**config.mk**
```make
export PLATFORM = sky130hd
export DESIGN_NAME = led_pwm_fader
export DESIGN_NICKNAME = d
export VERILOG_FILES = /design/src/rtl/led_pkg.sv /design/src/rtl/pwm_fade_channel.sv /design/src/rtl/led_pwm_fader.sv
export SDC_FILE = /design/constraint.sdc
export NUM_CORES = 1
export LEC_CHECK = 0
export CORE_UTILIZATION = 63
export CTS_CLUSTER_SIZE = 16
export DETAILED_ROUTE_END_ITERATION = 8
export HOLD_SLACK_MARGIN = 0.06
export PLACE_DENSITY = 0.86
export SETUP_SLACK_MARGIN = 0.02
export SYNTH_ARGS = -nofsm -noshare
export SYNTH_HDL_FRONTEND = slang
export SYNTH_SLANG_ARGS = --single-unit
```
**constraint.sdc**
```tcl
create_clock -name clk -period 3.1 [get_ports clk]
set_input_delay 0.31 -clock clk [delete_from_list [all_inputs] [get_ports clk]]
set_output_delay 0.31 -clock clk [all_outputs]
set_load 0.05 [all_outputs]
```
**src/rtl/led_pkg.sv**
```systemverilog
// Shared defaults and helpers for the LED PWM fader.
// Pure constants and functions, so there is no latency or backpressure here.
package led_pkg;

  localparam int DEF_NUM_LEDS  = 4;
  localparam int DEF_PWM_WIDTH = 8;
  localparam int DEF_STEP_DIV  = 97_656;

  // Direction a channel's duty moves on the next step tick.
  typedef enum logic [1:0] {
    FADE_HOLD = 2'd0,
    FADE_UP   = 2'd1,
    FADE_DOWN = 2'd2
  } fade_dir_t;

  function automatic int duty_max(input int width);
    return (1 << width) - 1;
  endfunction

endpackage

```
**src/rtl/pwm_fade_channel.sv**
```systemverilog
// One LED channel: duty register stepping toward 0 or full scale, plus the PWM output flop.
// led is one cycle behind pwm_cnt/duty; there is no backpressure, duty moves only on step_tick.
module pwm_fade_channel
  import led_pkg::*;
#(
  parameter int PWM_WIDTH = DEF_PWM_WIDTH
) (
  input  logic                 clk,
  input  logic                 rst_n,
  input  logic                 step_tick,
  input  logic                 target_on,
  input  logic [PWM_WIDTH-1:0] pwm_cnt,
  output logic                 led,
  output logic                 at_target
);

  localparam logic [PWM_WIDTH-1:0] DUTY_MAX = PWM_WIDTH'(duty_max(PWM_WIDTH));

  logic [PWM_WIDTH-1:0] duty;
  logic [PWM_WIDTH-1:0] target;
  fade_dir_t            dir;

  assign target    = target_on ? DUTY_MAX : '0;
  assign at_target = (duty == target);

  // Target is only ever an endpoint, so moving toward it can never wrap.
  always_comb begin
    dir = FADE_HOLD;
    if (duty < target) begin
      dir = FADE_UP;
    end else if (duty > target) begin
      dir = FADE_DOWN;
    end
  end

  always_ff @(posedge clk or negedge rst_n) begin
    if (!rst_n) begin
      duty <= '0;
    end else if (step_tick) begin
      case (dir)
        FADE_UP:   duty <= duty + 1'b1;
        FADE_DOWN: duty <= duty - 1'b1;
        default:   duty <= duty;
      endcase
    end
  end

  // Full scale forces a solid on; otherwise pwm_cnt < duty gives exactly duty highs per period.
  always_ff @(posedge clk or negedge rst_n) begin
    if (!rst_n) begin
      led <= 1'b0;
    end else begin
      led <= (duty == DUTY_MAX) | (pwm_cnt < duty);
    end
  end

endmodule

```
**src/rtl/led_pwm_fader.sv**
```systemverilog
// Cross-fades each LED between off and full brightness following a registered on/off pattern.
// led_out lags pattern_q by the fade time plus one cycle; no backpressure, enable=0 only freezes the fade.
module led_pwm_fader
  import led_pkg::*;
#(
  parameter int NUM_LEDS  = DEF_NUM_LEDS,
  parameter int PWM_WIDTH = DEF_PWM_WIDTH,
  parameter int STEP_DIV  = DEF_STEP_DIV,
  parameter int DIV_WIDTH = 32
) (
  input  logic                clk,
  input  logic                rst_n,
  input  logic                enable,
  input  logic [NUM_LEDS-1:0] pattern_in,
  output logic [NUM_LEDS-1:0] led_out,
  output logic                busy
);

  localparam logic [DIV_WIDTH-1:0] STEP_LAST = DIV_WIDTH'(STEP_DIV - 1);

  logic [NUM_LEDS-1:0]  pattern_q;
  logic [PWM_WIDTH-1:0] pwm_cnt;
  logic [DIV_WIDTH-1:0] step_cnt;
  logic                 step_tick;
  logic [NUM_LEDS-1:0]  at_target;

  // Same clock domain as the pattern source, so a single register is enough.
  always_ff @(posedge clk or negedge rst_n) begin
    if (!rst_n) begin
      pattern_q <= '0;
    end else begin
      pattern_q <= pattern_in;
    end
  end

  always_ff @(posedge clk or negedge rst_n) begin
    if (!rst_n) begin
      pwm_cnt <= '0;
    end else begin
      pwm_cnt <= pwm_cnt + 1'b1;
    end
  end

  assign step_tick = enable && (step_cnt == STEP_LAST);

  always_ff @(posedge clk or negedge rst_n) begin
    if (!rst_n) begin
      step_cnt <= '0;
    end else if (enable) begin
      step_cnt <= (step_cnt == STEP_LAST) ? '0 : step_cnt + 1'b1;
    end
  end

  for (genvar i = 0; i < NUM_LEDS; i++) begin : g_chan
    pwm_fade_channel #(
      .PWM_WIDTH(PWM_WIDTH)
    ) u_chan (
      .clk      (clk),
      .rst_n    (rst_n),
      .step_tick(step_tick),
      .target_on(pattern_q[i]),
      .pwm_cnt  (pwm_cnt),
      .led      (led_out[i]),
      .at_target(at_target[i])
    );
  end

  assign busy = ~&at_target;

endmodule

```
==> results of run 1 <==
## timing repair
item / CTS / global route
setup endpoints to repair: 0 / 3
endpoints found under the hold margin: 0 / 0
resized for setup: 0 / 4
hold buffers: 0 / 0
setup buffers: 0 / 4
## synth_stat cells, drive strengths merged, types with 5 or more instances
cell | number | share of area
o211ai | 5 | 0.0068
nor2 | 24 | 0.017
nand4 | 22 | 0.025
nand2b | 13 | 0.015
or3 | 6 | 0.0068
xor2 | 7 | 0.011
and3 | 12 | 0.014
xnor2 | 57 | 0.091
inv | 43 | 0.029
o21a | 5 | 0.0068
a21boi | 7 | 0.017
nor2b | 5 | 0.0057
dfrtp | 80 | 0.36
nor3 | 15 | 0.014
nand3 | 31 | 0.028
a211oi | 5 | 0.0068
ha | 66 | 0.15
nand2 | 36 | 0.025
a21o | 10 | 0.014
buf | 5 | 0.0075
o21ai | 40 | 0.036
a2111oi | 5 | 0.0080
a21oi | 37 | 0.034
nor4 | 18 | 0.029
## how the worst max path moves through the flow
stage | startpoint | to | slack [ns] | depth (start not counted)
floorplan | pattern_q[1] | g_chan[1].u_chan.duty[6] | 0.28 | 13
global placement | pattern_q[2] | g_chan[2].u_chan.duty[6] | 0.31 | 12
detailed placement | pattern_q[1] | g_chan[1].u_chan.duty[6] | 0.12 | 12
CTS | pattern_q[1] | g_chan[1].u_chan.duty[6] | 0.1 | 12
global route | pattern_q[0] | g_chan[0].u_chan.duty[6] | -0.01 | 12
finish | pattern_q[1] | g_chan[1].u_chan.duty[6] | 0.14 | 12
## power breakdown
group	switching (W)	leakage, nW	internal (W)
logic	0.000142	1.48	0.0000970
registers	0.0000581	1.02	0.00109
clock network	0.000357	0.112	0.000493
## routing by layer
| layer | GRT usage | up-vias | part of all wire |
|---|---|---|---|
| met1 | 0.322 | 2163 | 0.41 |
| met3 | 0.0375 | 43 | 0.039 |
| li1 | - | 2148 | - |
| met4 | 0.110 | 0 | 0.027 |
| met2 | 0.498 | 136 | 0.52 |
| met5 | 0 | - | 0 |
## cell families after synthesis
logic type | Yosys count
compound gates | 121
fa+ha+maj | 66
mux | 2
simple gates | 196
flops | 80
xor+xnor | 64
buf+inv | 52
## metrics by stage
| stage | area (um2) | std cells | hold WS (ns) |
|---|---|---|---|
| floorplan | 5490 | 581 | 0.0144 |
| global placement | 5720 | 694 | 0.460 |
| detailed placement | 5720 | 694 | 0.469 |
| CTS | 5940 | 709 | 0.168 |
| global route | 5980 | 713 | 0.229 |
| finish | 5980 | 713 | 0.113 |
## state kept, by name, summed over array words and instances, names as in the netlist
name and count:
g_chan.u_chan.duty 32, step_cnt 32, pwm_cnt 8, g_chan.u_chan.led 4, pattern_q 4
## final cells by class
cell class	instances	area [um2]
Tap cell	105	131
Timing Repair Buffer	21	183
Clock inverter	3	65.1
Inverter	43	161
Fill cell	610	2360
Sequential cell	80	2000
Clock buffer	12	155
Multi-Input combinational cell	449	3280
==> out/qor.csv, run 1 <==
stage;metric;value;unit
floorplanning;fp.dieArea;0.00909;mm2
setup_path;r2r_start;pattern_q[1];
sta;finalHoldViolations;0;
setup_path;rrSetupSlack;0.14;ns
logic_synthesis;yosys.area_share.adder;0.150;
routing;vias;4490;
finish;final_util;0.717;
setup_path;critPathMaxFanout;7;
setup_path;r2r_end;g_chan[1].u_chan.duty[6];
floorplanning;pin_count;12;
setup_path;endpoint_kind;register;
global_route;track_usage;0.274;
floorplanning;die_height;95.4;um
global_route;grt_pass1_vias;4445;
global_route;antenna_found_initial;0;
sta;relSlewSlack;0.353;
logic_synthesis;synthFlopType;dfrtp_1;
place;place_ws;0.115;ns
logic_synthesis;yosysSeqAreaShare;0.365;
logic_synthesis;async_reset_ff_frac;1.00;
routing;post_drt_wl_per_cell;16.1;um
logic_synthesis;ys_warn_count;0;
routing;routed_wl;11500;um
cts;clk_latency;0.34;ns
sta;worst_slew_pin_slew;0.970;ns
logic_synthesis;synth.distinct_cells;47;
floorplanning;core_area;0.00834;mm2
cts;htreeDepth;3;
logic_synthesis;syn_nets;654;
setup_path;critPathRequiredTime;3.32;ns
cts;max-clock-path-buffers;2;
cts;cts_tree;built;
logic_synthesis;yosys-mux-area-fraction;0.00387;
routing;antenna_left;0;
routing;drt_iter0_drc;301;
logic_synthesis;synth_cells;581;
power_and_ir_drop;p_total;0.00224;W
cts;clock_sinks;80;
floorplanning;die_w;95.4;um
sta;final.setup.worst_slack;0.142;ns
sta;fin_worst_skew;0.00688;ns
finish;nets;677;
global_route;grt_overflow;0;
logic_synthesis;synthSimpleGateAreaFrac;0.198;
run;cap_violations;0;
floorplanning;start_util;0.658;
routing;drt_drc_violations_left;0;
power_and_ir_drop;ir_worst_vdd;0.335;mV
cts;cts_buffers;9;
setup_path;crit_type;register to register;
logic_synthesis;synth-seq-cells;80;
logic_synthesis;synth_xor_area_frac;0.102;
power_and_ir_drop;power_leakage;2.61;nW
sta;finalSetupViolations;0;
setup_path;start_kind;register;
sta;rsz0062_at_grt;yes;
place;portBuffers;11;
sta;drv_slew;0;
setup_path;worst_r2r_path_depth;12;
finish;synthToLayoutAreaGrowth;8.84;%
sta;fin_crit_sh;0.954;
routing;viasPerCell;6.30;
finish;layout_commonest_cell;dfrtp_1;
sta;fmax;338;MHz
cts;cts_root_buffer;clkbuf_8;
outcome;status;complete, no violations;
place;place_congestion;0.906;
logic_synthesis;synth_edf_count;0;
place;dp_hpwl;8330;um
routing;dr.pass1.iters;5;
setup_path;critical_path.top_delay_family;compound AO/OA/AOI/OAI gates;
finish;mostFrequentLayoutCells;dfrtp_1, ha_1, xnor2_1;
cts;cts.reportedPaths.clkPinSlew;0.08;ns
logic_synthesis;synth_top_family_by_area;simple AND/OR/NAND/NOR gates;
setup_path;crit_arrival;3.18;ns
logic_synthesis;avgSynthCellArea;9.45;um2
finish;num_antenna_cells;0;
floorplanning;fp-row-count;33;
setup_path;slowest_delay;0.50;ns
sta;setup_tns;0;ns
logic_synthesis;synth_area;0.00549;mm2
power_and_ir_drop;power.density;374;mW/mm2
logic_synthesis;synth_compound_area_frac;0.141;
setup_path;crit_chain;inv_2 > ha_1 > nor2b_1 > o211ai_1 > a21o_1 > nand2_1 > xnor2_1 > ha_1 > or4_1 > a21oi_1 > o21ai_0 > xnor2_1;
finish;final_layout_size_suffix_gt1_frac;0.0707;
setup_path;timing.critical_path.buf_inv;1;
global_route;grt_pass1_wl;19600;um
worst_hold_path;hold_path.class;input port to async pin;
global_route;grt_max_degree;81;
sta;period_needed;2.96;ns
setup_path;critical-path-slowest-cell;or4_1;
Note: power is estimated with default switching activity, not from simulation.
==> run 2: changes to the inputs <==
Settings changed: CORE_UTILIZATION 63 to 55, PLACE_DENSITY 0.86 to 0.77.
==> run 2 against run 1 <==
Compared with the run above: register-to-register slack improved by 0.06 ns; wire length barely moved; clock skew rose by 0.010 ns; core utilization fell by 10 points; non-clock buffer count fell by 1; maximum frequency rose by 2.0%; via count fell by 2.1%; cell area rose by 0.38%; critical path depth did not move; sequential power barely moved; sequential cell count did not move; hold slack got worse by 0.028 ns; largest cell class unchanged; largest power group unchanged.
==> out/qor.csv, run 2 (same netlist as run 1, synthesis figures left out) <==
stage;metric;value;unit
cts;cts_root_buffer;clkbuf_8;
setup_path;crit_arrival;3.14;ns
routing;antenna_left;0;
global_route;grt_overflow;0;
setup_path;critPathMaxFanout;8;
routing;vias;4395;
setup_path;critical_path.top_delay_family;compound AO/OA/AOI/OAI gates;
setup_path;timing.critical_path.buf_inv;1;
setup_path;crit_type;register to register;
floorplanning;start_util;0.564;
routing;drt_iter0_drc;191;
place;place_area;0.00576;mm2
cts;ctsHoldBuffers;0;
routing;dr.pass1.iters;4;
finish;largestRegisters;g_chan.u_chan.duty (32), step_cnt (32), pwm_cnt (8);
finish;layout_commonest_cell;dfrtp_1;
sta;fmax;345;MHz
finish;register_area;0.00200;mm2
power_and_ir_drop;power_leakage;2.60;nW
floorplanning;die_height;102;um
finish;fillers;821;
sta;period_needed;2.90;ns
power_and_ir_drop;ir_worst_vdd;0.233;mV
floorplanning;pin_count;12;
finish;multi_input_area;0.00328;mm2
setup_path;crit_chain;inv_1 > ha_1 > nor2b_1 > o211ai_1 > a21o_2 > nand2_1 > xnor2_1 > ha_1 > or4_1 > a21oi_1 > o21ai_0 > xnor2_1;
place;place_congestion;0.920;
setup_path;rrSetupSlack;0.20;ns
place;portBuffers;11;
global_route;grt_pass1_vias;4344;
finish;synthToLayoutAreaGrowth;9.25;%
finish;num_antenna_cells;0;
sta;fin_worst_skew;0.0174;ns
setup_path;critPathRequiredTime;3.34;ns
worst_hold_path;hold_path.class;input port to async pin;
setup_path;endpoint_kind;register;
floorplanning;fp.dieArea;0.0104;mm2
cts;cts.reportedPaths.clkPinSlew;0.08;ns
outcome;status;complete, no violations;
cts;clk_latency;0.36;ns
setup_path;critical-path-slowest-cell;or4_1;
routing;drt_drc_violations_left;0;
sta;finalSetupViolations;0;
finish;mostFrequentLayoutCells;dfrtp_1, ha_1, xnor2_1;
sta;rsz0062_at_grt;no;
cts;cts_tree;built;
sta;setup_tns;0;ns
routing;routed_wl;11500;um
finish;final_layout_size_suffix_gt1_frac;0.0724;
setup_path;slowest_delay;0.48;ns
floorplanning;core_area;0.00973;mm2
sta;drv_slew;0;
floorplanning;fp-row-count;36;
finish;nets;676;
finish;final_area;0.00600;mm2
sta;worst_slew_pin_slew;0.996;ns
cts;htreeDepth;3;
place;dp_hpwl;8360;um
setup_path;start_kind;register;
floorplanning;die_w;102;um
global_route;grt_pass1_wl;19800;um
routing;post_drt_wl_per_cell;15.5;um
global_route;grt_max_degree;81;
sta;relSlewSlack;0.336;
global_route;antenna_found_initial;0;
cts;max-clock-path-buffers;2;
sta;fin_crit_sh;0.936;
cts;cts_buffers;9;
cts;clock_sinks;80;
global_route;track_usage;0.240;
routing;viasPerCell;5.93;
sta;finalHoldViolations;0;
sta;hold-worst-slack;0.0844;ns
power_and_ir_drop;power.density;366;mW/mm2
run;cap_violations;0;
run 2: routing by layer:
layer  up-vias  routed length [um]  track usage
li1       2133                   -            -
met4         0                 247       0.0945
met5         -                   0            0
met3        25                 426       0.0390
met1      2127                4830        0.288
met2       110                5980        0.431
run 2: final timing paths:
check	startpoint	endpoint	cells after the start
worst max-delay path	pattern_q[1]	g_chan[1].u_chan.duty[6]	12
worst min-delay path	rst_n	g_chan[1].u_chan.duty[2]	1
worst max register to register	pattern_q[1]	g_chan[1].u_chan.duty[6]	12
worst min register to register	step_cnt[31]	step_cnt[31]	1
max in group asynchronous	rst_n	g_chan[0].u_chan.duty[3]	1
min in group clk	pattern_in[3]	pattern_q[3]	1
run 2: through the flow:
| step | std cells | power, W | setup WS (ns) | util |
|---|---|---|---|---|
| floorplan | 581 | 0.00133 | 0.277 | - |
| global placement | 723 | 0.00139 | 0.288 | 0.592 |
| detailed placement | 723 | 0.00140 | 0.149 | 0.592 |
| CTS | 739 | 0.00222 | 0.141 | 0.614 |
| global route | 741 | 0.00231 | 0.000223 | 0.617 |
| finish | 741 | 0.00219 | 0.200 | 0.617 |
run 2: cell type report:
| type | count | share of cell area |
|---|---|---|
| Multi-Input combinational cell | 449 | 0.547 |
| Sequential cell | 80 | 0.334 |
| Timing Repair Buffer | 20 | 0.0292 |
| Tap cell | 133 | 0.0277 |
| Inverter | 43 | 0.0269 |
| Clock buffer | 10 | 0.0229 |
| Clock inverter | 6 | 0.0123 |
run 2: where the power goes:
part / total, W / switching [W] / leakage [nW] / internal, W
clock network: 0.000810 / 0.000407 / 0.101 / 0.000404
logic: 0.000234 / 0.000138 / 1.48 / 0.0000958
registers: 0.00115 / 0.0000582 / 1.02 / 0.00109
total: 0.00219 / 0.000603 / 2.60 / 0.00159
run 2: what timing repair did:
| action | 4_1_cts | 5_1_grt |
|---|---|---|
| gates resized for setup | 0 | 5 |
| endpoints found under the setup margin | 0 | 3 |
| buffers inserted | 0 | 2 |
run 2: worst reg2reg max path, cell delays in order, from the launching register on:
cell and delay (ns):
dfrtp_1 0.39, inv_1 0.18, ha_1 0.28, nor2b_1 0.13
o211ai_1 0.23, a21o_2 0.26, nand2_1 0.09, xnor2_1 0.13
ha_1 0.24, or4_1 0.48, a21oi_1 0.12, o21ai_0 0.11
xnor2_1 0.16
==> run 3: changes to the inputs <==
Settings changed: TNS_END_PERCENT set to 10.
==> run 3 against run 2 <==
Compared with the run above: sequential cell count unchanged; setup slack lost 0.021 ns; global-route usage is the same; count of clock-buffer cells in the layout unchanged; die area stayed put; core utilization decreased by 0.15 points; cell count shrank 0.27%; first-iteration DRC count rose by 2.6%; sequential power is essentially flat; wire length about the same; critical path type unchanged; highest routed layer unchanged.
==> out/qor.csv, run 3 (same netlist as run 1, synthesis figures left out) <==
stage;metric;value;unit
outcome;status;complete, no violations;
cts;cts_buffers;9;
floorplanning;fp-row-count;36;
sta;finalSetupViolations;0;
setup_path;crit_arrival;3.17;ns
finish;final_layout_size_suffix_gt1_frac;0.0693;
setup_path;endpoint_kind;register;
setup_path;critPathRequiredTime;3.34;ns
finish;mostFrequentLayoutCells;dfrtp_1, ha_1, xnor2_1;
cts;clk_latency;0.36;ns
routing;dr.pass1.iters;4;
floorplanning;start_util;0.564;
cts;htreeDepth;3;
sta;setup_tns;0;ns
cts;clock_sinks;80;
sta;drv_slew;0;
routing;routed_wl;11500;um
global_route;grt_max_degree;81;
finish;largestRegisters;g_chan.u_chan.duty (32), step_cnt (32), pwm_cnt (8);
power_and_ir_drop;p_total;0.00219;W
setup_path;critPathMaxFanout;8;
global_route;grt_overflow;0;
global_route;track_usage;0.240;
floorplanning;fp.dieArea;0.0104;mm2
cts;post_cts_buffers;0;
setup_path;slowest_delay;0.47;ns
cts;cts.reportedPaths.clkPinSlew;0.09;ns
sta;fin_worst_skew;0.0187;ns
cts;max-clock-path-buffers;2;
finish;nets;674;
power_and_ir_drop;power.density;367;mW/mm2
global_route;grt_pass1_vias;4344;
floorplanning;die_height;102;um
floorplanning;pin_count;12;
floorplanning;die_w;102;um
sta;relSlewSlack;0.336;
sta;finalHoldViolations;0;
sta;rsz0062_at_grt;yes;
cts;cts_root_buffer;clkbuf_8;
routing;vias;4376;
place;place_congestion;0.920;
power_and_ir_drop;ir_worst_vdd;0.234;mV
routing;post_drt_wl_per_cell;15.5;um
setup_path;start_kind;register;
run;cap_violations;0;
worst_hold_path;hold_path.class;input port to async pin;
cts;ctsHoldBuffers;0;
place;dp_hpwl;8360;um
cts;cts_tree;built;
setup_path;crit_type;register to register;
setup_path;critical-path-slowest-cell;or4_1;
sta;period_needed;2.92;ns
routing;viasPerCell;5.92;
global_route;antenna_found_initial;0;
sta;fin_crit_sh;0.942;
finish;layout_commonest_cell;dfrtp_1;
finish;synthToLayoutAreaGrowth;8.98;%
routing;antenna_left;0;
routing;drt_drc_violations_left;0;
finish;layoutNonFillerInstCount;739;
finish;num_antenna_cells;0;
place;dp_cells;723;
finish;fillers;825;
power_and_ir_drop;power_leakage;2.59;nW
global_route;grt_pass1_wl;19800;um
floorplanning;core_area;0.00973;mm2
sta;worst_slew_pin_slew;0.996;ns
setup_path;crit_chain;inv_1 > ha_1 > nor2b_1 > o211ai_1 > a21o_2 > nand2_1 > xnor2_1 > ha_1 > or4_1 > a21oi_1 > o21ai_0 > xnor2_1;
place;portBuffers;11;
sta;fmax;342;MHz
routing;drt_iter0_drc;196;
[run 3: cell types whose count changed in the layout (fill, tap and decap cells not counted)]
| cell | previous run | this run |
|---|---|---|
| buf_4 | 10 | 8 |
[run 3: area by class of cell]
cell class,count,area (um2),area share
well taps,133,166,0.0278
flip-flops and latches,80,2000,0.335
inverters,43,161,0.0270
clock inverters,6,73.8,0.0123
multi-input cells,449,3280,0.549
clock buffers,10,138,0.0230
repair buffers,18,160,0.0268
[run 3: final timing paths]
check                               from  cells after the start  slack [ns]                       end
min                                rst_n                      1        0.09  g_chan[1].u_chan.duty[2]
max                         pattern_q[2]                     12        0.18  g_chan[2].u_chan.duty[6]
max in group asynchronous          rst_n                      1        2.33  g_chan[0].u_chan.duty[3]
min in group clk           pattern_in[3]                      1        0.39              pattern_q[3]
min reg2reg                 step_cnt[31]                      1        0.49              step_cnt[31]
max reg2reg                 pattern_q[2]                     12        0.18  g_chan[2].u_chan.duty[6]
[run 3: layer usage]
| layer | GRT usage | part of all wire | vias up |
|---|---|---|---|
| li1 | - | - | 2132 |
| met1 | 0.288 | 0.44 | 2132 |
| met2 | 0.431 | 0.52 | 93 |
| met3 | 0.0390 | 0.028 | 19 |
| met4 | 0.0945 | 0.020 | 0 |
| met5 | 0 | 0 | - |
[run 3: per-stage QoR]
step	hold slack, ns	util	area [um2]	worst slack (ns)
after CTS	0.154	0.614	5970	0.141
after floorplan	0.0144	-	5490	0.277
after global routing	0.204	0.615	5980	-0.0399
after global placement	0.459	0.592	5760	0.288
after detailed placement	0.480	0.592	5760	0.149
final	0.0906	0.615	5980	0.179
[run 3: timing repair]
action                                  CTS  global route
hold endpoints to repair                  0             0
endpoints found under the setup margin    0             3
gates resized for setup                   0             5
[run 3: critical path: cells and delay by family, from the launching register on]
kind / cells / cell delay, ns
compound gates: 4 / 0.77
simple gates: 3 / 0.69
xor+xnor: 2 / 0.27
buf+inv: 1 / 0.18
fa+ha+maj: 2 / 0.51
flops: 1 / 0.39
[run 3: power breakdown]
group,total [W],internal (W),switching (W)
clock,0.000812,0.000404,0.000409
sequential,0.00115,0.00109,0.0000581
combinational,0.000233,0.0000956,0.000138
total,0.00219,0.00159,0.000604
